### config.mk
export PLATFORM = sky130hd
export DESIGN_NAME = bsg_fifo_rr_burst_sched
export DESIGN_NICKNAME = d
export VERILOG_FILES = /design/src/rtl/bsg_fifo_rr_burst_sched.sv
export SDC_FILE = /design/constraint.sdc
export NUM_CORES = 1
export LEC_CHECK = 0
export CAP_MARGIN = 5
export CORE_ASPECT_RATIO = 1.4
export CORE_UTILIZATION = 35
export CTS_BUF_LIST = sky130_fd_sc_hd__clkbuf_2
export CTS_CLUSTER_SIZE = 8
export DETAILED_ROUTE_END_ITERATION = 6
export PLACE_DENSITY = 0.71
export SYNTH_ARGS = -nofsm -noshare
export SYNTH_HDL_FRONTEND = slang
export SYNTH_SLANG_ARGS = --single-unit
### constraint.sdc
create_clock -name clk_i -period 6.6 [get_ports clk_i]
set_clock_uncertainty 0.2 [all_clocks]
set_input_delay 0.99 -clock clk_i [delete_from_list [all_inputs] [get_ports clk_i]]
set_output_delay 0.99 -clock clk_i [all_outputs]
set_load 0.02 [all_outputs]
### src/rtl/bsg_fifo_rr_burst_sched.sv
// bsg_fifo_rr_burst_sched: round-robin burst scheduler draining valid-yumi FIFOs into a registered valid-ready stream
module bsg_fifo_rr_burst_sched #(
  parameter int width_p = 32,
  parameter int els_p   = 4,
  parameter int burst_p = 4
) (
  input  logic                       clk_i,
  input  logic                       reset_n_i,
  input  logic [els_p-1:0]           v_i,
  input  logic [els_p*width_p-1:0]   data_i,
  output logic [els_p-1:0]           yumi_o,
  output logic                       v_o,
  output logic [width_p-1:0]         data_o,
  output logic [$clog2(els_p)-1:0]   tag_o,
  input  logic                       ready_i
);
  localparam int tag_w = $clog2(els_p);
  localparam int cnt_w = $clog2(burst_p + 1);

  logic [tag_w-1:0] r_owner;
  logic             r_lock;
  logic [cnt_w-1:0] r_cnt;
  logic [tag_w-1:0] w_sel;
  logic [cnt_w-1:0] w_cnt_n;
  logic             w_load;
  logic             w_grant;

  assign w_load  = ~v_o | ready_i;
  assign w_grant = w_load & (|v_i) & reset_n_i;
  assign w_cnt_n = (r_lock && w_sel == r_owner) ? r_cnt + cnt_w'(1) : cnt_w'(1);

  // rotating search starting after the last owner; a live burst lock keeps the owner
  always_comb begin
    w_sel = r_owner;
    for (int i = els_p; i >= 1; i--)
      if (v_i[(int'(r_owner) + i) % els_p]) w_sel = tag_w'((int'(r_owner) + i) % els_p);
    if (r_lock && v_i[r_owner]) w_sel = r_owner;
  end

  // dequeue is the one-hot of the selected source, only when a word can be loaded
  always_comb begin
    yumi_o        = '0;
    yumi_o[w_sel] = w_grant;
  end

  // output register and burst state; held entirely while the consumer stalls
  always_ff @(posedge clk_i or negedge reset_n_i) begin
    if (!reset_n_i) begin
      v_o     <= 1'b0;
      data_o  <= '0;
      tag_o   <= '0;
      r_owner <= tag_w'(els_p - 1);
      r_lock  <= 1'b0;
      r_cnt   <= '0;
    end else if (w_load) begin
      v_o <= |v_i;
      if (|v_i) begin
        data_o  <= data_i[w_sel*width_p +: width_p];
        tag_o   <= w_sel;
        r_owner <= w_sel;
        r_cnt   <= w_cnt_n;
        r_lock  <= w_cnt_n < cnt_w'(burst_p);
      end
    end
  end
endmodule

* Word level (Yosys, flattened, before mapping)
Cells that the tools add are included.
Storage, ports and cells: register bits 41, bits of input ports 135, output and inout port bits 39
Operators by class: $add $sub $neg 5, order comparisons 8, equality and inequality tests 1, shift-type cells 1, mux-type cells 22, bitwise operators 9, reduce and logical (&&, ||, !) cells 9
Operator list (number):
- $shiftx 128x8->32 | 1
- $lt 3x4->1 const B | 4
- $bmux 1 s2 | 5
- $mux 1 | 10
- $mux 2 | 5
- $reduce_or 2->1 | 4
- $lt 2x3->1 const B | 2
- $add 2x1->2 const B | 2
- $add 2x2->2 const B | 2
- $and 1x1->1 const A | 4
- $and 4x4->4 | 1
- $reduce_or 4->1 | 1
- $add 3x1->3 const B | 1
- $logic_and 1x1->1 | 3
- $lt 3x3->1 const B | 1
- $mux 3 | 1
- $and 1x1->1 | 2
- $demux 1 s2 | 1
- $eq 2x2->1 | 1
- $ge 2x1->1 const B | 1
- $reduce_and 2->1 | 1
- $not 1->1 | 1
- $or 1x1->1 | 1

* Longest topological paths before layout
Gate-level depths: netlist of the first run.
depth after elaboration 16, depth in mapped cells 9, mapped depth without buffers 6

* Worst setup path before layout of the first run
Ideal clock, no wire load.
kind input to output, start input port v_i[1], end output port yumi_o[2], data arrival time 2772 ps, data required time 5410 ps, slack 2638 ps, stages on the path 8, path buffers 2, cells stage by stage buf_2 > or4b_1 > o31ai_2 > or3_4 > a211o_1 > clkbuf_1 > nand2_1 > nor2_1
On the way: longest elaborated chain between the ends 13, elaborated cells between the ends (all ways) 29, those cells by class order compare: 2; mux: 21; bitwise: 3; reduce/logical: 3
RTL lines:
- start, declared | RTL line 9 | input logic [els_p-1:0] v_i,
- $bmux 1 s2 | RTL line 36 | if (v_i[(int'(r_owner) + i) % els_p]) w_sel = tag_w'((int'(r_owner) + i) % els_p);
- $mux 1 (not written as such) (2 in series) | RTL line 36
- $mux 2 (4 in series) | RTL line 36
- $mux 2 | RTL line 37 | if (r_lock && v_i[r_owner]) w_sel = r_owner;
- $lt 2x3->1 (not written as such) / $ge 2x1->1 (equally long branches) | RTL line 43 | yumi_o[w_sel] = w_grant;
- $logic_and 1x1->1 (not written as such) | RTL line 43
- $mux 1 (not written as such) | RTL line 43
- $demux 1 s2 | RTL line 43
- $and 4x4->4 (no source line) *
- end, declared | RTL line 11 | output logic [els_p-1:0] yumi_o,
Every way passes the cells marked *; elsewhere a longest branch is shown, timed or not. The select of a mux whose other input is x is not followed.

* Final worst setup path of the first run
start input port v_i[1], end output port yumi_o[0]
Same word-level chain as after synthesis.

==> qor.yml, run 1 <==
finalSetupViolations: 0
final_critical_delay_including_setup_and_external_delays_ps: 5280
syn_inst: 435
grtUsageTotal: 0.247
effective_utilization_at_floorplan: 0.359
fill_cells: 915
r2r-start: "r_owner[0]"
timing.critical_path.to_type: "primary output"
io_count: 174
cp_slowest_stage_delay_ps: 690
crit_top_cell: "sky130_fd_sc_hd__clkdlybuf4s50_1"
synth-seq-area-share: 0.291
family_with_the_most_delay_on_the_worst_path: "buffers and inverters"
cap_viol_max_count: 0
critical_path_fanout_max: 24
grt_pass1_wl_um: 20400
post_synth.cell_area_avg_um2: 8.13
detail_route.vias_per_cell: 5.71
clkLatencyLatePin_ps: 410
peak_supply_drop_v: 0.000222
wl_per_cell_um: 18.4
port-buffer-count: 173
power.switching_uw: 1140
cp-startpoint: "v_i[1]"
finalHoldViolations: 0
finalWirelength_um: 13100
fin_crit_sh: 0.800
worst_r2r_path_depth: 6
power.internal_uw: 1140
finalWeightedCongestion: 0.879
dpl.cell_count: 707
timing.critical_path.from_type: "primary input"
syn-cell-area_um2: 3540
core_area_um2: 9850
synth-warning-count: 0
synth.ff_latch_count: 41
stdcell_area_um2: 5380
finish.utilization: 0.547
power.share.switching: 0.501
tritoncts: "done"
setup_repair_after_global_routing_missed_its_margin: "no"
seq_power_share: 0.227
clkSinkCount: 41
clk_path_buf_depth: 2
postSynth.asyncResetShare: 1.00
maximum_number_of_pins_on_one_net_before_global_route_repair: 98
n_antenna_cell: 0
clkSlewWorstSetupHoldPaths_ps: 240
cts_inserted_buffers: 5
grt_pass1_vias: 4031
clock.fmax_mhz: 189
timing.critical_path.required_ps: 5410
ys_types: 56
area_growth_pct: 52.2
edff_count_synth: 0
worst-r2r-setup-slack_ps: 2670
dr_total_vias: 4087
placed_cell_area_um2: 5310
postCtsSetupRepairBufs: 0
htree_num_levels: 2
top_reg_cell_synth: "sky130_fd_sc_hd__dfrtp_1"
grt_antenna_before_repair: 0
drive_above_1_share: 0.0912
dieArea_um2: 10500
post_cts_resize_count: 0
worst_slew_margin_rel: 0.309
dieHeight_um: 121
antenna_violating_nets_post_route: 0
cpMaxStageDelayCell: "sky130_fd_sc_hd__o21ai_2"
crit-reg2reg-capture: "data_o[1]"
cp_cell_sequence: "clkdlybuf4s50_1 > or3_1 > o31ai_2 > or3_4 > o21ai_2 > nand2_1 > nor2_1 > clkdlybuf4s50_1"
final.setup.tns_ps: 0
status: "finished clean"
drt_pre_antenna_iters: 7
critPathCapture: "yumi_o[0]"
cp_num_cells: 8
num_rows: 43
fp.dieW_um: 87.0
cp_data_arrival_time_ps: 4090
place.detailed.hpwl_um: 9220
setup_cp_type: "primary input to primary output"
part_of_the_total_power_dissipated_in_the_clock_network: 0.068
nNetsFinal: 716
maxSlewViolCount: 0
min_path_type: "register to register"
power.static_leakage_uw: 0.00224
cellPowerDensity_nw_per_um2: 425
finalNonFillerCells: 716
clock_tree.root_cell: "sky130_fd_sc_hd__clkbuf_2"
detail_route.iter0.violations: 227
post-route-drc-count: 0
worst-slew-pin-transition_ps: 1040
grt_remaining_overflow: 0
synth.net_count: 571
hold_buffers: 0
combinationalPowerShare: 0.705
timing.critical_path.buf_inv: 2
cell type report:
type,count,area (µm²),share of cell area
Tap cell,135,169,0.0314
Sequential cell,41,1030,0.191
Timing Repair Buffer,180,1780,0.331
Multi-Input combinational cell,348,2330,0.432
Clock buffer,6,30.0,0.00558
Inverter,4,15.0,0.00279
Clock inverter,2,33.8,0.00628
flip-flops by register name, summed over array words and instances, names as in the netlist:
name     cells
data_o      32
v_o          1
r_lock       1
r_cnt        3
r_owner      2
tag_o        2
routing by layer:
metal,routed length [µm],part of all wire,up-vias,global-route usage
met4,314,0.024,0,0.0792
met5,0,0,-,0
met2,6490,0.49,187,0.441
met3,1070,0.081,25,0.0544
met1,5270,0.40,1919,0.288
li1,-,-,1956,-
synthesized netlist by cell type (all sizes together), types with 2 or more instances:
cell	count	share of area
o31ai	2	0.0071
nor2	24	0.026
mux2i	4	0.016
buf	14	0.026
or3	2	0.0050
o41ai	2	0.0071
clkbuf	28	0.030
a221oi	8	0.020
a21oi	43	0.061
dfstp	2	0.015
dfrtp	39	0.28
o32ai	2	0.012
inv	4	0.0042
nand2	48	0.051
nor2b	2	0.0035
a211o	2	0.0050
and4	23	0.057
nor3	2	0.0028
and3	33	0.058
nand3	32	0.072
a21o	2	0.0042
nor4	4	0.011
nand2b	2	0.0035
a31oi	10	0.018
o21ai	59	0.085
xnor2	2	0.0050
a2111o	23	0.073
worst min path at each step:
stage	from	endpoint	slack (ps)	cells past startpoint
final	r_cnt[0]	r_cnt[0]	310	1
after global routing	r_cnt[0]	r_cnt[0]	340	1
after CTS	r_cnt[0]	r_cnt[0]	310	1
after detailed placement	r_cnt[0]	r_cnt[0]	280	1
after global placement	r_cnt[0]	r_cnt[0]	260	1
after floorplan	r_cnt[0]	r_cnt[0]	250	1
logic make-up (layout without fill, tap and decap cells):
kind of cell | count (synthesis) | after routing | synth area share
flip-flops | 41 | 41 | 0.291
adder cells (fa/ha/maj) | 1 | 1 | 0.00354
buffers and inverters | 46 | 192 | 0.0601
XOR/XNOR | 2 | 2 | 0.00495
AO/OA/AOI/OAI | 163 | 163 | 0.322
multiplexers | 4 | 4 | 0.0159
AND/OR/NAND/NOR | 178 | 178 | 0.303
stage by stage:
stage | setup WS (ps) | total power (µW) | hold WS (ps)
finish | 1320 | 2290 | 307
global route | 1180 | 2450 | 336
CTS | 1090 | 2280 | 306
detailed placement | 1120 | 2120 | 279
global placement | 1250 | 2090 | 262
floorplan | 2640 | 1550 | 246
placed cells by master, fill, tap and decap left out, drive strengths merged, types with 2 or more instances in the layout:
master,Yosys,layout
a2111o,23,23
inv,4,4
a21o,2,2
o32ai,2,2
o41ai,2,2
clkdlybuf4s50,0,172
dfrtp,39,39
buf,14,8
a221oi,8,8
mux2i,4,4
nand2,48,48
nor2,24,24
nor4,4,4
and3,33,33
o21ai,59,59
o31ai,2,2
xnor2,2,2
nor3,2,2
and4,23,23
a211o,2,2
nand2b,2,2
a21oi,43,43
nor2b,2,2
nand3,32,32
clkbuf,28,6
a31oi,10,10
dfstp,2,2
or3,2,2
power by group through the flow:
stage                     sequential, µW  clock (µW)  combinational (µW)
after CTS                            518         158                1610
after floorplan                      593           0                 962
after detailed placement             523           0                1600
after global routing                 539         168                1750
final                                519         155                1610
after global placement               517           0                1570
No activity file was read; power rests on OpenSTA's default activity.
==> run 2, diff against run 1 <==
==> constraint.sdc (replaced) <==
create_clock -name clk_i -period 5.1 [get_ports clk_i]
set_clock_uncertainty 0.2 [all_clocks]
set_input_delay 0.765 -clock clk_i [delete_from_list [all_inputs] [get_ports clk_i]]
set_output_delay 0.765 -clock clk_i [all_outputs]
set_load 0.02 [all_outputs]
==> run 2 against run 1 <==
Effect of this change:
- cell count grew 0.84%
- critical endpoint is now yumi_o[1]
- sequential power grew 26%
- setup slack worse by 800 ps
- register-to-register slack got worse by 1300 ps
- sequential cell count stayed put
- global-route usage is 1.6 points higher
- via count is 2.7% higher
- final area rose by 1.4%
- wire length increased by 3.9%
- clock power up 71%
==> qor.yml, run 2 (synthesis results as in run 1) <==
clkSinkCount: 41
finish.utilization: 0.554
reg_top3: "data_o (32), r_cnt (3)"
fill_cells: 956
timing.critical_path.required_ps: 4140
clkLatencyLatePin_ps: 460
grt_pass1_wl_um: 21400
place.detailed.hpwl_um: 9650
timing.critical_path.from_type: "primary input"
finalWirelength_um: 13700
grt_pass1_vias: 4287
maximum_number_of_pins_on_one_net_before_global_route_repair: 97
crit_top_cell: "sky130_fd_sc_hd__clkdlybuf4s50_1"
effective_utilization_at_floorplan: 0.359
register_with_the_highest_flop_count: "data_o"
worst_r2r_path_depth: 7
n_antenna_cell: 0
min_path_type: "primary input to asynchronous set/reset pin"
final.setup.tns_ps: 0
cts_inserted_buffers: 5
clock_tree.root_cell: "sky130_fd_sc_hd__clkbuf_2"
hold_slack_ps: 155
core_area_um2: 9850
critical_path_fanout_max: 24
cp_cell_sequence: "clkdlybuf4s50_1 > or3b_1 > a21boi_2 > or3_4 > o221a_4 > nor2b_1 > clkdlybuf4s50_1"
cpMaxStageDelayCell: "sky130_fd_sc_hd__clkdlybuf4s50_1"
clock.fmax_mhz: 219
finalNonFillerCells: 722
total_chip_power_uw: 3080
status: "finished clean"
fin_crit_sh: 0.897
cellPowerDensity_nw_per_um2: 565
dieArea_um2: 10500
num_rows: 43
worst-slew-pin-transition_ps: 1030
final_common_cell: "sky130_fd_sc_hd__clkdlybuf4s50_1"
nNetsFinal: 722
peak_supply_drop_v: 0.000286
port-buffer-count: 173
detail_route.vias_per_cell: 5.82
setup_repair_after_global_routing_missed_its_margin: "no"
clkSlewWorstSetupHoldPaths_ps: 260
final_critical_delay_including_setup_and_external_delays_ps: 4580
mostFrequentLayoutCells: "sky130_fd_sc_hd__clkdlybuf4s50_1 (172), sky130_fd_sc_hd__o21ai_0 (57), sky130_fd_sc_hd__nand2_1 (48), sky130_fd_sc_hd__a21oi_1 (42), sky130_fd_sc_hd__dfrtp_1 (39)"
fp.dieW_um: 87.0
grt_antenna_before_repair: 0
finalSetupViolations: 0
postCtsSetupRepairBufs: 0
wl_per_cell_um: 18.9
post-route-drc-count: 0
grt_remaining_overflow: 0
antenna_violating_nets_post_route: 0
clk_path_buf_depth: 2
drt_pre_antenna_iters: 5
cp_slowest_stage_delay_ps: 660
max_ffs_per_register: 32
io_count: 174
tritoncts: "done"
grtUsageTotal: 0.263
htree_num_levels: 2
worst-r2r-setup-slack_ps: 1380
r2r-start: "r_owner[0]"
power.static_leakage_uw: 0.00229
setup_cp_type: "primary input to primary output"
area_growth_pct: 54.3
post_cts_resize_count: 0
dieHeight_um: 121
maxSlewViolCount: 0
hold_buffers: 0
detail_route.iter0.violations: 259
finalHoldViolations: 0
cap_viol_max_count: 0
dr_total_vias: 4199
drive_above_1_share: 0.102
finalWeightedCongestion: 0.907
crit-reg2reg-capture: "data_o[26]"
cp_data_arrival_time_ps: 3610
dpl.cell_count: 714
timing.critical_path.to_type: "primary output"
worst_slew_margin_rel: 0.312
==> run 2: cell count changes in the layout (fill, tap and decap cells not counted) <==
cell,before,now
sky130_fd_sc_hd__buf_4,7,13
sky130_fd_sc_hd__bufinv_16,1,2
sky130_fd_sc_hd__clkbuf_2,6,5
sky130_fd_sc_hd__clkinv_1,1,0
sky130_fd_sc_hd__inv_6,0,1
==> run 2: final cells by class <==
| class | instances | area (µm²) | share of cell area |
|---|---|---|---|
| Sequential cell | 41 | 1030 | 0.188 |
| Inverter | 4 | 15.0 | 0.00275 |
| Tap cell | 135 | 169 | 0.0309 |
| Multi-Input combinational cell | 348 | 2330 | 0.426 |
| Clock buffer | 5 | 25.0 | 0.00459 |
| Timing Repair Buffer | 186 | 1820 | 0.334 |
| Clock inverter | 3 | 68.8 | 0.0126 |
==> run 2: worst max-delay path by stage <==
stage	startpoint	to	slack [ps]	cells after the start
floorplan	v_i[1]	yumi_o[2]	1590	8
global placement	v_i[0]	yumi_o[1]	570	7
detailed placement	v_i[0]	yumi_o[1]	570	7
CTS	v_i[0]	yumi_o[1]	550	7
global route	r_owner[0]	yumi_o[1]	400	6
finish	v_i[0]	yumi_o[1]	520	7
==> run 2: stage by stage <==
| step | cell area (µm²) | worst slack [ps] |
|---|---|---|
| floorplan | 3540 | 1590 |
| global placement | 5360 | 570 |
| detailed placement | 5360 | 574 |
| CTS | 5460 | 549 |
| global route | 5460 | 401 |
| finish | 5460 | 524 |
==> run 2: report_power, final <==
| part | switching, µW | leakage [µW] | internal, µW |
|---|---|---|---|
| logic | 1240 | 0.00175 | 925 |
| clock network | 131 | 0.0000536 | 134 |
| registers | 159 | 0.000479 | 496 |
==> run 2: per-layer routing <==
layer | global-route usage | vias to the layer above | part of all wire
met5 | 0 | - | 0
met4 | 0.104 | 0 | 0.030
met3 | 0.0503 | 27 | 0.077
met2 | 0.469 | 213 | 0.49
met1 | 0.303 | 1994 | 0.41
li1 | - | 1965 | -
==> run 2: worst max-delay path, delay by kind of cell <==
family          cells  cell delay (ps)
buf+inv             2             1290
simple gates        3              820
compound gates      2              720
